===== src/rtl/ps2_keypad_decoder.sv =====
// PS/2 keyboard receiver on the system clock: oversampled and filtered ps2_clk, frame checking,
// E0/F0 prefix tracking and a programmable scan-code to key map with held/press outputs.
module ps2_keypad_decoder #(
    parameter int                    NUM_KEYS       = 5,
    parameter logic [NUM_KEYS*8-1:0] KEY_MAP        = {8'h4D, 8'h23, 8'h1B, 8'h1C, 8'h1D},
    parameter logic [NUM_KEYS-1:0]   EXT_MASK       = '0,
    parameter int                    FILTER_LEN     = 8,
    parameter int                    TIMEOUT_CYCLES = 50000
) (
    input  logic                clk,
    input  logic                rst_n,
    input  logic                ps2_clk,
    input  logic                ps2_data,
    output logic [NUM_KEYS-1:0] key_down,
    output logic [NUM_KEYS-1:0] key_press,
    output logic [7:0]          scan_code,
    output logic                scan_ext,
    output logic                scan_break,
    output logic                scan_valid,
    output logic                frame_err
);
    localparam int FW = $clog2(FILTER_LEN + 1);
    localparam int WW = $clog2(TIMEOUT_CYCLES + 1);

    localparam logic [1:0] S_IDLE   = 2'd0;
    localparam logic [1:0] S_DATA   = 2'd1;
    localparam logic [1:0] S_PARITY = 2'd2;
    localparam logic [1:0] S_STOP   = 2'd3;

    logic [1:0]          clk_sync_q, data_sync_q;
    logic                filt_clk_q, filt_clk_d;
    logic [FW-1:0]       filt_cnt_q, filt_cnt_d;
    logic [1:0]          state_q, state_d;
    logic [2:0]          bit_cnt_q, bit_cnt_d;
    logic [7:0]          shift_q, shift_d;
    logic                par_ok_q, par_ok_d;
    logic [WW-1:0]       wd_cnt_q, wd_cnt_d;
    logic                ext_pend_q, ext_pend_d;
    logic                brk_pend_q, brk_pend_d;
    logic [NUM_KEYS-1:0] key_down_q, key_down_d;
    logic [NUM_KEYS-1:0] key_press_q, key_press_d;
    logic [7:0]          scan_code_q, scan_code_d;
    logic                scan_ext_q, scan_ext_d;
    logic                scan_brk_q, scan_brk_d;
    logic                scan_valid_q, scan_valid_d;
    logic                frame_err_q, frame_err_d;
    logic                clk_s, data_s, fall, byte_ok;

    assign clk_s  = clk_sync_q[1];
    assign data_s = data_sync_q[1];

    // Filtered clock flips once the synchronised level has disagreed for FILTER_LEN cycles
    always_comb begin
        filt_clk_d = filt_clk_q;
        filt_cnt_d = '0;
        fall       = 1'b0;
        if (clk_s != filt_clk_q) begin
            if (filt_cnt_q == FW'(FILTER_LEN - 1)) begin
                filt_clk_d = clk_s;
                fall       = filt_clk_q;
            end else begin
                filt_cnt_d = filt_cnt_q + FW'(1);
            end
        end
    end

    always_comb begin
        state_d      = state_q;
        bit_cnt_d    = bit_cnt_q;
        shift_d      = shift_q;
        par_ok_d     = par_ok_q;
        ext_pend_d   = ext_pend_q;
        brk_pend_d   = brk_pend_q;
        key_down_d   = key_down_q;
        key_press_d  = '0;
        scan_code_d  = scan_code_q;
        scan_ext_d   = scan_ext_q;
        scan_brk_d   = scan_brk_q;
        scan_valid_d = 1'b0;
        frame_err_d  = 1'b0;
        byte_ok      = 1'b0;

        if (state_q == S_IDLE || fall) wd_cnt_d = '0;
        else                           wd_cnt_d = wd_cnt_q + WW'(1);

        case (state_q)
            S_IDLE: if (fall) begin
                if (!data_s) begin
                    state_d   = S_DATA;
                    bit_cnt_d = '0;
                end else begin
                    frame_err_d = 1'b1;
                end
            end
            S_DATA: if (fall) begin
                shift_d   = {data_s, shift_q[7:1]};
                bit_cnt_d = bit_cnt_q + 3'd1;
                if (bit_cnt_q == 3'd7) state_d = S_PARITY;
            end
            S_PARITY: if (fall) begin
                par_ok_d = data_s ^ (^shift_q);
                state_d  = S_STOP;
            end
            default: if (fall) begin
                state_d = S_IDLE;
                if (data_s && par_ok_q) byte_ok = 1'b1;
                else                    frame_err_d = 1'b1;
            end
        endcase

        if (state_q != S_IDLE && !fall && wd_cnt_q == WW'(TIMEOUT_CYCLES - 1)) begin
            frame_err_d = 1'b1;
            state_d     = S_IDLE;
        end

        if (frame_err_d) begin
            ext_pend_d = 1'b0;
            brk_pend_d = 1'b0;
        end

        // Accepted byte: prefixes only arm flags, any other code updates scan_* and the key map
        if (byte_ok) begin
            if (shift_q == 8'hE0) begin
                ext_pend_d = 1'b1;
            end else if (shift_q == 8'hF0) begin
                brk_pend_d = 1'b1;
            end else begin
                scan_valid_d = 1'b1;
                scan_code_d  = shift_q;
                scan_ext_d   = ext_pend_q;
                scan_brk_d   = brk_pend_q;
                ext_pend_d   = 1'b0;
                brk_pend_d   = 1'b0;
                for (int i = 0; i < NUM_KEYS; i++) begin
                    if (KEY_MAP[8*i +: 8] == shift_q && EXT_MASK[i] == ext_pend_q) begin
                        if (brk_pend_q) begin
                            key_down_d[i] = 1'b0;
                        end else begin
                            key_press_d[i] = ~key_down_q[i];
                            key_down_d[i]  = 1'b1;
                        end
                    end
                end
            end
        end
    end

    always_ff @(posedge clk or negedge rst_n) begin
        if (!rst_n) begin
            clk_sync_q   <= 2'b11;
            data_sync_q  <= 2'b11;
            filt_clk_q   <= 1'b1;
            filt_cnt_q   <= '0;
            state_q      <= S_IDLE;
            bit_cnt_q    <= '0;
            par_ok_q     <= 1'b0;
            wd_cnt_q     <= '0;
            ext_pend_q   <= 1'b0;
            brk_pend_q   <= 1'b0;
            key_down_q   <= '0;
            key_press_q  <= '0;
            scan_code_q  <= '0;
            scan_ext_q   <= 1'b0;
            scan_brk_q   <= 1'b0;
            scan_valid_q <= 1'b0;
            frame_err_q  <= 1'b0;
        end else begin
            clk_sync_q   <= {clk_sync_q[0], ps2_clk};
            data_sync_q  <= {data_sync_q[0], ps2_data};
            filt_clk_q   <= filt_clk_d;
            filt_cnt_q   <= filt_cnt_d;
            state_q      <= state_d;
            bit_cnt_q    <= bit_cnt_d;
            par_ok_q     <= par_ok_d;
            wd_cnt_q     <= wd_cnt_d;
            ext_pend_q   <= ext_pend_d;
            brk_pend_q   <= brk_pend_d;
            key_down_q   <= key_down_d;
            key_press_q  <= key_press_d;
            scan_code_q  <= scan_code_d;
            scan_ext_q   <= scan_ext_d;
            scan_brk_q   <= scan_brk_d;
            scan_valid_q <= scan_valid_d;
            frame_err_q  <= frame_err_d;
        end
    end

    // Shift register holds data only; its contents are ignored until a frame completes
    always_ff @(posedge clk) begin
        shift_q <= shift_d;
    end

    assign key_down   = key_down_q;
    assign key_press  = key_press_q;
    assign scan_code  = scan_code_q;
    assign scan_ext   = scan_ext_q;
    assign scan_break = scan_brk_q;
    assign scan_valid = scan_valid_q;
    assign frame_err  = frame_err_q;
endmodule

===== config.mk =====
export PLATFORM = sky130hd
export DESIGN_NAME = ps2_keypad_decoder
export DESIGN_NICKNAME = d
export VERILOG_FILES = /design/src/rtl/ps2_keypad_decoder.sv
export SDC_FILE = /design/constraint.sdc
export NUM_CORES = 1
export LEC_CHECK = 0
export ABC_AREA = 1
export BUFFER_PORTS_ARGS = -buffer_cell sky130_fd_sc_hd__buf_2
export CAP_MARGIN = 0
export CELL_PAD_IN_SITES_DETAIL_PLACEMENT = 0
export CELL_PAD_IN_SITES_GLOBAL_PLACEMENT = 1
export CORE_MARGIN = 3
export CORE_UTILIZATION = 48
export CTS_BUF_LIST = sky130_fd_sc_hd__clkbuf_8
export DETAILED_ROUTE_END_ITERATION = 6
export PLACE_DENSITY_LB_ADDON = 0.08
export SLEW_MARGIN = 40
export SYNTH_ARGS = -nofsm -noshare
export SYNTH_HDL_FRONTEND = slang
export SYNTH_SLANG_ARGS = --single-unit

===== constraint.sdc =====
create_clock -name clk -period 1.75 [get_ports clk]
set_input_delay 0.35 -clock clk [delete_from_list [all_inputs] [get_ports clk]]
set_output_delay 0.35 -clock clk [all_outputs]
set_load 0.01 [all_outputs]

Yosys cells after proc, flatten, opt, wreduce, memory -nomap -nowiden
Index checks and enable logic that the tools add are counted.

storage, ports and cells
  bits in latches = 0
  flip-flop bits (word level) = 63
  memories = 0
  word-level logic and storage cells = 131
  output and inout port bits = 22
  memory bits (writable) = 0
  input bits = 4
  ROM bits = 0

operators by class
  divide/modulo/power cells = 0
  equality and inequality tests = 18
  $mul = 0
  multiplexer cells = 51
  shift operators = 0
  magnitude comparators = 0
  bitwise operators = 9
  add/subtract/negate cells = 3
  reductions and logical operators = 28

operators by type and width
  operator               number
  $mux 1                 32
  $eq 5x8->1 const A     3
  $reduce_and 4->1       6
  $add 16x1->16 const B  1
  $eq 16x16->1 const B   1
  $eq 8x8->1 const B     2
  $mux 16                1
  $mux 5                 3
  $mux 2                 7
  $mux 3                 3
  $eq 6x8->1 const A     1
  $eq 7x8->1 const A     1
  $logic_and 1x1->1      8
  $mux 4                 2
  $not 1->1              8
  $reduce_xor 8->1       1
  $ne 2x2->1 const B     3
  $pmux 2 s3             1
  $pmux 3 s2             1
  $reduce_and 2->1       3
  $reduce_and 3->1       2
  $reduce_bool 2->1      3
  $add 4x1->4 const B    1
  $eq 4x3->1 const B     1
  other kinds (14)       14

Longest topological paths before layout
  word-level depth = 11
  depth in mapped cells = 9
  mapped depth without buffers = 9

Worst setup path after synthesis
Ideal clock, no wire load.

  kind = reg-to-reg
  from = reg filt_cnt_q[0]
  to = reg shift_q[0] (enable)
  setup slack = 0.146 ns
  required time = 1.380 ns
  clock period less this slack = 1.604 ns
  data arrival time = 1.234 ns
  path buffers = 0
  library setup time = 0.370 ns
  stages on the path, launching flop included = 6
  cell sequence = dfrtp_1 ha_1 nand2_1 nor2_1 nand2_2 nor2_1

between the ends
  longest elaborated chain between the ends = 4

RTL lines
  item                               line  RTL
  start: declaration                 32    logic [FW-1:0] filt_cnt_q, filt_cnt_d;
  start signal: assignment           171   filt_cnt_q <= filt_cnt_d;
  $eq 4x3->1                         58    if (filt_cnt_q == FW'(FILTER_LEN - 1)) begin
  $mux 1                             58
  $mux 1                             57    if (clk_s != filt_clk_q) begin
  $reduce_and 2->1 (no source line)  --
  end signal: assignment             190   shift_q <= shift_d;
  end: declaration                   35    logic [7:0] shift_q, shift_d;

Every way passes these cells.
A chain may end at the register's enable or synchronous reset.

Worst setup path after layout
  from = reg shift_q[4]
  to = reg scan_code_q[0], in the netlist scan_code[0]

between the ends
  longest elaborated chain between the ends = 3

RTL lines
  item                                   line      RTL
  $eq 8x8->1, on equally long branches   125, 123
  $not 1->1 (no source line)             --
  $reduce_and 3->1 (no source line) (*)  --
  end signal: assignment                 180       scan_code_q <= scan_code_d;
  end: declaration                       42        logic [7:0] scan_code_q, scan_code_d;

Every way passes the cells marked *; elsewhere a longest branch is shown, timed or not.

==> summary.txt <==
Outcome
  – Status: completed

Cells and area
  – Area of the multi-input gates: approximately 1300 sq um
  – Top library cells by usage in the layout, fill and taps aside: 72 x sky130_fd_sc_hd__nand2_1, 50 x sky130_fd_sc_hd__dfrtp_1, 46 x sky130_fd_sc_hd__nor2_1, 39 x sky130_fd_sc_hd__inv_1, 25 x sky130_fd_sc_hd__buf_2
  – Nets: between 400 and 500
  – Sequential cell area: 1620 sq um
  – Final instance area: approximately 3500 sq um
  – Diode insertion count for antenna repair: 0
  – Share of layout cells above drive strength 1: 19.9%
  – Fillers: about 570
  – Most common library cell in the layout ignoring fill and taps: sky130_fd_sc_hd__nand2_1
  – Syn-to-layout area delta: 14.4%

Synth
  – Mapped Area: slightly above 3000 sq um
  – Number of enable flip-flop cells after synthesis: 8
  – Synthesis-stage register bit count: 63
  – Mean instance size in the synthesized netlist: a little over 9 sq um
  – Post-synthesis cell type count: 33
  – Syn Nets: between 300 and 400
  – Synth warn: 0
  – Proportion of synthesized chip area in sequential cells: 52.4%
  – Prevailing post-synth register cell: sky130_fd_sc_hd__dfrtp_1
  – Syn Inst Count: approximately 340
  – Async set-or-reset flop fraction in the synthesized netlist: just under 90%

Detailed routing
  – First-pass iteration count of the detailed router: 4
  – # DRC: 0
  – Post-Route WL: 5.30 mm
  – Avg Vias per Cell: between 4 and 5
  – Routed vias: 2,184
  – Count of routing violations after the opening detailed-route iteration: ~110
  – Wirelength per Cell: ~12 microns
  – Post-route ant nets: 0

GRT
  – Maximum number of pins on one net before global-route repair: 56
  – Wire length of the first global-routing pass: approximately 9.5 mm
  – Total congestion overflow: 0
  – Initial antenna violation count: 0
  – Vias in the first global route: between 2,000 and 2,500
  – Total track usage: between 15 and 20%

Placement
  – HPWL after detailed placement: roughly 4.0 mm
  – Buffers on Ports: 25
  – Placed instance area: between 3000 and 4000 sq um
  – GP Congestion: 0.742

Floorplan
  – Total Die Area: ~7400 sq um
  – Number of placement rows: 28
  – Top-level port count: 26
  – Die Span X: 86.3 microns
  – Die Ht: between 80 and 90 microns
  – Core area: approximately 6100 sq um
  – Starting density of the core: approximately half

Critical path
  – CP Cell Sequence: inv_1 -> ha_1 -> nand2_1 -> a21oi_2 -> inv_1 -> nand4_1 -> buf_12 -> nand2_1 -> o21ai_1
  – Number of cells traversed by the worst register-to-register path: 9
  – Crit path required time: 2000 ps
  – Worst setup SP type: register
  – Critical path's largest stage delay: between 400 and 500 ps
  – Worst reg2reg path startpoint: shift_q[4]
  – Count of buffering cells on the critical path with inverters included: 3
  – Kind of capture point of the worst setup path: register
  – Critical path type: reg -> reg
  – Worst-path cell with the longest stage delay: sky130_fd_sc_hd__edfxtp_1
  – Stages on the worst setup path: 9
  – Top delay family on crit path: flip-flops
  – Critical Path Fanout Max: 20
  – Startpoint of the worst setup timing path: shift_q[4]
  – Worst endpoint data arrival time: ~1800 ps

Power and ir drop
  – Total power divided by cell area: approximately 790 nW/um^2
  – Worst supply voltage drop on vdd: 0.604 mV
  – Leakage dissipation: around 0.0018 uW
  – Overall power consumption: 2780 uW

STA
  – Relative slew slack: approximately 80%
  – Final hold violation count: 0
  – Final worst clock skew: just over 8 ps
  – Number of setup violations in the final report: 0
  – Share of the cycle needed by the critical path after routing: 90.1%
  – Setup repair after global routing missed its margin: false
  – Final Critical Period: between 1500 and 2000 ps
  – Final TNS setup: 0 ps
  – Maximum clock frequency: between 600 and 700 MHz
  – Slew @ Worst Pin: slightly below 300 ps
  – Max Slew Vio Count: 0

CTS
  – TritonCTS buffer count: 9
  – TritonCTS clock tree: done
  – Source-to-sink clock delay at the later pin of the worst-skew pair: ~320 ps
  – Post-cts sizing count: 0
  – Num Clock Sinks: 63
  – H-tree lvl count: 3
  – Register clock-pin slew on the reported worst setup and hold paths: 70 ps
  – Root buffer cell: sky130_fd_sc_hd__clkbuf_8
  – CTS Buffer Depth: 2

Worst hold path
  – Path class of the lowest-slack min-delay path: in -> async

Run
  – Count of maximum capacitance violations: 0
-- flip-flops by register name, summed over array words and instances, names as in the netlist, 2 cells and up --
signal	count
wd_cnt_q	16
filt_cnt_q	4
scan_code	8
key_press	5
data_sync_q	2
bit_cnt_q	3
key_down	5
state_q	2
shift_q	8
clk_sync_q	2
-- layout make-up --
| cell class | count | share of cell area, % |
|---|---|---|
| Sequential cell | 63 | 45.8 |
| Inverter | 42 | 4.45 |
| Clock inverter | 5 | 0.671 |
| Multi-Input combinational cell | 229 | 36.6 |
| Clock buffer | 11 | 4.28 |
| Timing Repair Buffer | 31 | 5.51 |
| Tap cell | 75 | 2.65 |
-- through the flow --
stage | utilization [%] | setup slack [ps] | hold WS (ps) | cells
after CTS | 58.0 | 148 | 15.3 | 455
after floorplan | - | 146 | 54.4 | 337
after global routing | 58.1 | 10.0 | 27.9 | 456
final | 58.1 | 174 | 1.41 | 456
after global placement | 55.1 | 173 | 346 | 439
after detailed placement | 55.1 | 169 | 348 | 439
-- cell usage after synthesis, types with 3 or more instances --
library cell / n / area, sq um
sky130_fd_sc_hd__inv_2: 4 / 15.0
sky130_fd_sc_hd__nor2_4: 3 / 33.8
sky130_fd_sc_hd__nand3_1: 18 / 90.1
sky130_fd_sc_hd__nand4_1: 4 / 25.0
sky130_fd_sc_hd__inv_1: 38 / 143
sky130_fd_sc_hd__dfrtp_1: 50 / 1250
sky130_fd_sc_hd__nor3_1: 5 / 25.0
sky130_fd_sc_hd__a21oi_1: 8 / 40.0
sky130_fd_sc_hd__nand2_1: 72 / 270
sky130_fd_sc_hd__o21ai_0: 12 / 60.1
sky130_fd_sc_hd__nor2_2: 3 / 18.8
sky130_fd_sc_hd__nand2_2: 5 / 31.3
sky130_fd_sc_hd__edfxtp_1: 8 / 240
sky130_fd_sc_hd__ha_1: 22 / 275
sky130_fd_sc_hd__nor2_1: 46 / 173
sky130_fd_sc_hd__o21ai_1: 14 / 70.1
sky130_fd_sc_hd__dfstp_2: 5 / 131
-- final timing paths --
path,end,slack [ps]
hold reg to reg,data_sync_q[1],360
hold / removal,wd_cnt_q[10],1
min in group clk,clk_sync_q[0],130
setup reg to reg,scan_code[0],170
max in group asynchronous,clk_sync_q[0],1430
setup / recovery,scan_code[0],170
-- cells by family after synthesis --
family | synth area share, %
xor+xnor | 1.13
fa+ha+maj | 8.90
compound gates | 6.51
buf+inv | 5.66
simple gates | 25.4
flops | 52.4
-- power breakdown --
group | switching (uW) | total (uW) | internal [uW]
clock network | 524 | 1100 | 576
logic | 82.7 | 127 | 44.2
registers | 30.1 | 1560 | 1530
total | 637 | 2780 | 2150
-- layer usage --
metal,part of all wire (%),track usage [%],vias to the layer above
met3,3.1,3.80,4
met5,0,0,-
met4,0.91,6.80,0
li1,-,-,1151
met2,43,23.6,23
met1,53,23.3,1006
-- what timing repair did --
item                                    in CTS  in global routing
endpoints found under the setup margin       0                  3
hold endpoints to repair                     0                  0
hold buffers                                 0                  0
buffers inserted                             0                  1
Power figures use the tool's default switching activity.
